--- src/rtl/uart_rx_fifo.sv ---
// UART receive byte buffer: edge-detected capture, error filtering,
// first-word-fall-through FIFO with fill level and sticky overflow.
module uart_rx_fifo #(
    parameter int DATA_WIDTH = 8,
    parameter int DEPTH      = 16,
    parameter int ADDR_W     = $clog2(DEPTH)
) (
    input  logic                  clk,
    input  logic                  rst,
    input  logic [DATA_WIDTH-1:0] in_data,
    input  logic                  in_vld,
    input  logic                  in_err,
    input  logic                  clr,
    output logic [DATA_WIDTH-1:0] m_data,
    output logic                  m_valid,
    input  logic                  m_ready,
    output logic [ADDR_W:0]       level,
    output logic                  full,
    output logic                  overflow,
    output logic [7:0]            err_cnt
);

    localparam logic [ADDR_W:0]   LVL_FULL = (ADDR_W + 1)'(DEPTH);
    localparam logic [ADDR_W:0]   LVL_ONE  = (ADDR_W + 1)'(1);
    localparam logic [ADDR_W-1:0] PTR_ONE  = ADDR_W'(1);
    localparam logic [7:0]        ERR_MAX  = 8'hFF;

    logic [DATA_WIDTH-1:0] mem_q [DEPTH];

    logic [ADDR_W-1:0] wr_ptr_q, wr_ptr_d;
    logic [ADDR_W-1:0] rd_ptr_q, rd_ptr_d;
    logic [ADDR_W:0]   level_q, level_d;
    logic              in_vld_q;
    logic              overflow_q, overflow_d;
    logic [7:0]        err_cnt_q, err_cnt_d;

    logic wr_evt;
    logic pop;
    logic wr_acc;
    logic wr_drop;
    logic wr_bad;
    logic full_s;
    logic valid_s;

    // Status flags come from registered occupancy only.
    always_comb begin
        full_s  = (level_q == LVL_FULL);
        valid_s = (level_q != '0);
    end

    // Classify this cycle's write event and pop.
    always_comb begin
        wr_evt  = in_vld & ~in_vld_q;
        pop     = valid_s & m_ready;
        wr_bad  = wr_evt & in_err;
        wr_acc  = wr_evt & ~in_err & (~full_s | pop);
        wr_drop = wr_evt & ~in_err & full_s & ~pop;
    end

    // Next-state for pointers, level, overflow flag and error counter.
    always_comb begin
        wr_ptr_d   = wr_ptr_q;
        rd_ptr_d   = rd_ptr_q;
        level_d    = level_q;
        overflow_d = overflow_q;
        err_cnt_d  = err_cnt_q;

        if (wr_acc) begin
            wr_ptr_d = wr_ptr_q + PTR_ONE;
        end
        if (pop) begin
            rd_ptr_d = rd_ptr_q + PTR_ONE;
        end

        if (wr_acc && !pop) begin
            level_d = level_q + LVL_ONE;
        end else if (pop && !wr_acc) begin
            level_d = level_q - LVL_ONE;
        end

        if (wr_drop) begin
            overflow_d = 1'b1;
        end
        if (wr_bad && err_cnt_q != ERR_MAX) begin
            err_cnt_d = err_cnt_q + 8'd1;
        end

        // Clear takes priority over a coincident drop or error event.
        if (clr) begin
            overflow_d = 1'b0;
            err_cnt_d  = '0;
        end
    end

    // Control state; edge detector resets high so a held valid is ignored.
    always_ff @(posedge clk or negedge rst) begin
        if (!rst) begin
            wr_ptr_q   <= '0;
            rd_ptr_q   <= '0;
            level_q    <= '0;
            in_vld_q   <= 1'b1;
            overflow_q <= 1'b0;
            err_cnt_q  <= '0;
        end else begin
            wr_ptr_q   <= wr_ptr_d;
            rd_ptr_q   <= rd_ptr_d;
            level_q    <= level_d;
            in_vld_q   <= in_vld;
            overflow_q <= overflow_d;
            err_cnt_q  <= err_cnt_d;
        end
    end

    // Storage array; contents need no reset since pointers define validity.
    always_ff @(posedge clk) begin
        if (wr_acc) begin
            mem_q[wr_ptr_q] <= in_data;
        end
    end

    // Head of FIFO falls through; forced to zero while empty.
    always_comb begin
        m_data   = valid_s ? mem_q[rd_ptr_q] : '0;
        m_valid  = valid_s;
        level    = level_q;
        full     = full_s;
        overflow = overflow_q;
        err_cnt  = err_cnt_q;
    end

endmodule
--- config.mk ---
export PLATFORM = sky130hd
export DESIGN_NAME = uart_rx_fifo
export DESIGN_NICKNAME = d
export VERILOG_FILES = /design/src/rtl/uart_rx_fifo.sv
export SDC_FILE = /design/constraint.sdc
export NUM_CORES = 1
export LEC_CHECK = 0
export ABC_AREA = 1
export CORE_MARGIN = 1
export CORE_UTILIZATION = 51
export CTS_CLUSTER_DIAMETER = 40
export DETAILED_ROUTE_END_ITERATION = 8
export PLACE_DENSITY_LB_ADDON = 0.25
export SYNTH_ARGS = -nofsm -noshare
export SYNTH_HDL_FRONTEND = slang
export SYNTH_SLANG_ARGS = --single-unit
--- constraint.sdc ---
create_clock -name clk -period 5.87 [get_ports clk]
set_input_delay 1.761 -clock clk [delete_from_list [all_inputs] [get_ports clk]]
set_output_delay 1.761 -clock clk [all_outputs]
set_load 0.1 [all_outputs]
==> results of run 1 <==
-- synth_stat cells, types with 3 or more instances --
cell type	n	area, sq um
nand3_1	109	545.5
ha_1	10	125.1
nand2_2	3	18.77
buf_2	11	55.05
inv_2	10	37.54
nor2_1	12	45.04
o21ai_0	5	25.02
o21ai_1	7	35.03
nand2_1	197	739.5
edfxtp_1	128	3844
buf_4	7	52.55
dfrtp_1	22	550.5
a21oi_1	12	60.06
buf_6	6	67.56
nor3_1	16	80.08
inv_1	19	71.32
xor2_1	9	78.83
-- through the flow --
step                hold slack (ns)  worst slack [ns]  utilization
finish                       0.5047             1.311       0.6082
global route                 0.5518             1.162       0.6082
CTS                          0.5135             1.335       0.6076
detailed placement           0.4973             1.667       0.5588
global placement             0.4869             1.706       0.5588
floorplan                    0.5144             1.286            -
-- cells in the final DEF, fill, tap and decap left out, types with 4 or more instances in the layout --
| master | n |
|---|---|
| o21ai_1 | 7 |
| nand3_1 | 109 |
| clkinv_1 | 5 |
| nor3_1 | 13 |
| nand2_1 | 197 |
| xor2_1 | 9 |
| o21ai_0 | 5 |
| clkdlybuf4s50_1 | 29 |
| bufinv_16 | 5 |
| a21oi_1 | 12 |
| edfxtp_1 | 128 |
| buf_4 | 18 |
| inv_2 | 10 |
| nor3_2 | 4 |
| inv_1 | 19 |
| nor2_1 | 12 |
| dfrtp_1 | 21 |
| clkbuf_16 | 17 |
| ha_1 | 10 |
-- flip-flops by register name, summed over array words and instances (netlist names) --
register and count:
mem_q 128, overflow 1, wr_ptr_q 4, err_cnt 8, in_vld_q 1, level 5, rd_ptr_q 4
-- worst max-delay path by stage --
| stage | cells after the start | slack (ns) | end | startpoint |
|---|---|---|---|---|
| 2_1_floorplan | 4 | 1.29 | m_data[0] | level[1] |
| 3_3_place_gp | 14 | 1.71 | level[4] | in_vld |
| 3_5_place_dp | 5 | 1.67 | mem_q[14][0] | in_vld |
| 4_1_cts | 8 | 1.34 | m_data[0] | rd_ptr_q[0] |
| 5_1_grt | 8 | 1.16 | m_data[1] | rd_ptr_q[0] |
| 6_report | 8 | 1.31 | m_data[0] | rd_ptr_q[0] |
-- tightest hold or removal path: cells and delay by family, from the launching register on --
| family | cells | cell delay (ns) |
|---|---|---|
| flip-flops | 1 | 0.34 |
| AO/OA/AOI/OAI | 1 | 0.05 |
| AND/OR/NAND/NOR | 1 | 0.07 |
-- final cells by class --
type | count | share of cell area
clock inverters | 12 | 0.02380
well taps | 172 | 0.02804
inverters | 30 | 0.01467
clock buffers | 19 | 0.05641
flip-flops and latches | 151 | 0.5761
multi-input cells | 391 | 0.2455
repair buffers | 47 | 0.05543
-- power by group --
group          internal (W)  leakage, nW  total [W]  switching (W)
Combinational      0.000421         1.19    0.00177        0.00135
Clock              0.000743        0.297    0.00114       0.000394
Sequential          0.00123         1.44    0.00134       0.000108
-- metal layers --
layer	part of all wire	up-vias	track usage	wire length [um]
met1	0.43	2164	0.3169	6501
met2	0.48	151	0.3964	7251
met4	0.019	0	0.1017	291
met3	0.063	32	0.04916	943
li1	-	2139	-	-
met5	0	-	0	0
-- kinds of logic after synthesis --
logic type,share of synthesized area
AO/OA/AOI/OAI,0.02280
AND/OR/NAND/NOR,0.2257
buffers and inverters,0.04484
flip-flops,0.6713
adder cells (fa/ha/maj),0.02204
XOR/XNOR,0.01330
==> impl_metrics.tcl, run 1 <==
set metrics [dict create \
    postLayoutCellArea_sq_um 7675 \
    route.final.wire_length_um 14990 \
    synth_nets 623 \
    floorplan.initialDensity 0.5218 \
    gpl.final_weighted_congestion 0.8346 \
    hold_path_end "overflow" \
    reg2regPathDepth 15 \
    clock_skew_ns 0.004978 \
    cts-root-to-sink-buffers 2 \
    cp_slowest_stage_delay_ns 0.81 \
    status "finished, final reports clean" \
    timing.rr.start "level[1]" \
    mappedNetlistArea_sq_um 6585 \
    drc 0 \
    cp_num_buf_inv 2 \
    tightestPinTransition_ns 1.323 \
    clock_sink_count 151 \
    drt-initial-drc-count 313 \
    die_height_um 115.6 \
    post-layout-total-power_w 0.004247 \
    cp_capture_type "output port" \
    postCtsHoldBufs 0 \
    grt_overflow_total 0 \
    via_count 4486 \
    cp_max_fo 65 \
    synth-warning-count 0 \
    avgRoutedWirePerCell_um 18.23 \
    cts_resized 0 \
    worst-r2r-setup-slack_ns 3.36 \
    most_numerous_cell_on_the_critical_path "nand2_1" \
    critical_path.startpoint_type "flop" \
    drive_gt1_frac 0.1031 \
    cts_max_level 4 \
    crit-reg2reg-capture "level[4]" \
    syn_avg_cell_area_sq_um 11.01 \
    final.min_clock_period_ns 4.559 \
    ant_nets 0 \
    p_leak_nw 2.925 \
    io_pins 38 \
    post_cts_buffers 0 \
    placedCellCount 790 \
    core_sq_um 12620 \
    power_per_cell_area_nw_per_um2 553.3 \
    timing.setup.critical_path_class "flop to output port" \
    multi_input_area_sq_um 1884 \
    place.port_buffers 37 \
    min_path_cells 2 \
    fillCellCount 1042 \
    sequential_cell_area_sq_um 4422 \
    clock_tree_from_tritoncts "yes" \
    grt_max_degree 67 \
    normalized_max_slew_margin 0.1115 \
    detailed_place.area_sq_um 7052 \
    cap_violations 0 \
    synth-edff-count 128 \
    first_pass_iters 6 \
    hpwl_um 9262 \
    setup_viol_count_final 0 \
    timing.critical_path.required_ns 4.11 \
    worstPathCellList "inv_2 -> nand2_1 -> nand3_1 -> nand3_1 -> nand2_1 -> nand2_1 -> a21oi_1 -> buf_4" \
    number_of_global_route_vias_before_repair 4244 \
    path_clk_slew_ns 0.05 \
    grt.total_usage 0.2419 \
    crit_arrival_ns 2.80 \
    crit_path_slowest_cell "inv_2" \
    placementRows 41 \
    critical-path-top-delay-family "buffers and inverters" \
    worst_hold_startpoint "overflow" \
    finalMaxSlewViolations 0 \
    tritoncts.num_buffers 17 \
    layout.nets 663 \
    rsz0062_at_grt "no" \
    synthesis_to_layout_area_growth_pct 16.55 \
    die_w_um 115.6 \
    synth_sequential_area_ratio 0.6713 \
    synth.distinct_cells 32 \
    number_of_antenna_violations_at_the_first_check_in_global_routing 0 \
    fin_setup_tns_ns 0 \
    layoutNonFillerInstCount 822 \
    cts-root-buf "clkbuf_16" \
    clock.fmax_mhz 219.3 \
    postSynthRegisterBits 151 \
    syn_inst_count 598 \
    first_pass_grt_wire_length_um 23080 \
    detail_route.vias_per_cell 5.457 \
    hold_viol_final 0 \
    dieArea_sq_um 13370 \
    vdd_drop_max_v 0.0002411 \
    num_antenna_cells 0 \
    fin_crit_sh 0.7767 \
    worstSkewPairLatency_ns 0.42 \
    async_flop_share 0.1523 \
    hold_crit_class "flop to flop" \
    synth_flop_cell "edfxtp_1" \
]
Note: power is estimated with default switching activity, not from simulation.
==> run 2, diff against run 1 <==
==> constraint.sdc (replaced) <==
create_clock -name clk -period 4 [get_ports clk]
set_input_delay 1.2 -clock clk [delete_from_list [all_inputs] [get_ports clk]]
set_output_delay 1.2 -clock clk [all_outputs]
set_load 0.1 [all_outputs]
==> run 2 against run 1 <==
  * Power grew 50%
  * Flip-flop and latch count is the same
  * Combinational power grew 64%
  * Largest cell class unchanged
  * Sequential share of layout area shrank 1.0 points
==> impl_metrics.tcl, run 2 (synthesized netlist as in run 1, its figures left out) <==
set metrics [dict create \
    detail_route.vias_per_cell 5.339 \
    die_w_um 115.6 \
    fin_setup_tns_ns 0 \
    layout.cells.most_common_list "197 x nand2_1, 128 x edfxtp_1, 109 x nand3_1" \
    hold_crit_class "flop to flop" \
    drc 0 \
    multi_input_area_sq_um 1869 \
    number_of_global_route_vias_before_repair 4334 \
    mostFrequentLayoutCell "nand2_1" \
    layoutNonFillerInstCount 837 \
    grt_overflow_total 0 \
    avgRoutedWirePerCell_um 17.12 \
    power_per_cell_area_nw_per_um2 816.8 \
    clock_tree_from_tritoncts "yes" \
    path_clk_slew_ns 0.06 \
    placementRows 41 \
    layout.nets 677 \
    drt-initial-drc-count 394 \
    final.min_clock_period_ns 3.614 \
    grt.total_usage 0.2344 \
    setup_viol_count_final 0 \
    clock_sink_count 151 \
    largest_reg_flops 128 \
    timing.final.ws_setup_ns 0.3858 \
    dp_worst_setup_slack_ns 0.3405 \
    synthesis_to_layout_area_growth_pct 18.66 \
    hold_viol_final 0 \
    timing.setup.critical_path_class "flop to output port" \
    hpwl_um 8995 \
    cp_capture_type "output port" \
    num_antenna_cells 0 \
    cts_max_level 4 \
    grt_max_degree 40 \
    first_pass_grt_wire_length_um 22620 \
    ant_nets 0 \
    clock_skew_ns 0.009327 \
    route.final.wire_length_um 14330 \
    cts_resized 0 \
    floorplan.initialDensity 0.5218 \
    tightestPinTransition_ns 0.9731 \
    detailed_place.area_sq_um 7234 \
    number_of_antenna_violations_at_the_first_check_in_global_routing 0 \
    tritoncts.num_buffers 17 \
    vdd_drop_max_v 0.0004216 \
    finalMaxSlewViolations 0 \
    cts-root-to-sink-buffers 2 \
    status "finished, final reports clean" \
    p_leak_nw 3.015 \
    regMostFlops "mem_q" \
    first_pass_iters 5 \
    postCtsHoldBufs 0 \
    fin_crit_sh 0.9036 \
    postLayoutCellArea_sq_um 7814 \
    clock.fmax_mhz 276.7 \
    place.port_buffers 37 \
    normalized_max_slew_margin 0.3493 \
    timing.critical_path.required_ns 2.80 \
    cp_max_fo 33 \
    placedCellCount 805 \
    critical_path.startpoint_type "flop" \
    sequential_cell_area_sq_um 4422 \
    dieArea_sq_um 13370 \
    via_count 4469 \
    rsz0062_at_grt "no" \
    fillCellCount 973 \
    worstSkewPairLatency_ns 0.41 \
    fin_worst_hold_slack_ns 0.5033 \
    drive_gt1_frac 0.1308 \
    io_pins 38 \
    post_cts_buffers 0 \
    core_sq_um 12620 \
    cts-root-buf "clkbuf_16" \
    gpl.final_weighted_congestion 0.8149 \
    crit_arrival_ns 2.41 \
    cap_violations 0 \
    die_height_um 115.6 \
]
[run 2: cell types whose count changed in the layout (fill, tap and decap cells not counted)]
cell             change
buf_4               +12
buf_12               +8
clkdlybuf4s50_1      -6
clkinv_1             -4
bufinv_16            -3
clkbuf_8             +3
nor3_1               +3
nor3_2               -3
clkbuf_1             +2
clkinvlp_4           +2
clkinv_2             +1
[run 2: layout make-up]
type	instances	share of cell area
clock buffer	24	0.06165
clock inverter	8	0.01249
inverter	30	0.01441
multi-input combinational	391	0.2392
sequential	151	0.5659
tap	172	0.02754
timing repair buffer	61	0.07878
[run 2: routing by layer]
metal | track usage | wire (um)
met1 | 0.3201 | 6396
met2 | 0.3669 | 6769
met3 | 0.05439 | 962
met4 | 0.09231 | 203
met5 | 0 | 0
[run 2: power by group]
part	internal [W]	total, W	switching [W]
clock network	0.000965	0.00154	0.000573
logic	0.000855	0.00291	0.00206
registers	0.00181	0.00193	0.000121
total	0.00363	0.00638	0.00275
[run 2: per-stage QoR]
step                total power, W    util
floorplan                 0.004013       -
global placement          0.004813  0.5733
detailed placement        0.004858  0.5733
CTS                       0.006409  0.6192
global route              0.006691  0.6192
finish                    0.006382  0.6192
[run 2: critical path: stages, from the launching register on]
cell and delay, ns:
dfrtp_1 0.35, buf_4 0.27, inv_2 0.33, nand3_1 0.19
nand3_1 0.11, nand2_1 0.11, nand2_1 0.06, a21oi_1 0.36
buf_12 0.23
[run 2: final timing paths]
check                            start   endpoint  slack, ns  cells past startpoint
setup / recovery           rd_ptr_q[1]  m_data[4]       0.39                      8
hold / removal                overflow   overflow       0.50                      2
setup reg to reg              level[0]   level[4]       1.43                     15
hold reg to reg               overflow   overflow       0.50                      2
max in group asynchronous          rst   in_vld_q       2.54                      2
min in group asynchronous          rst   level[4]       1.17                      2
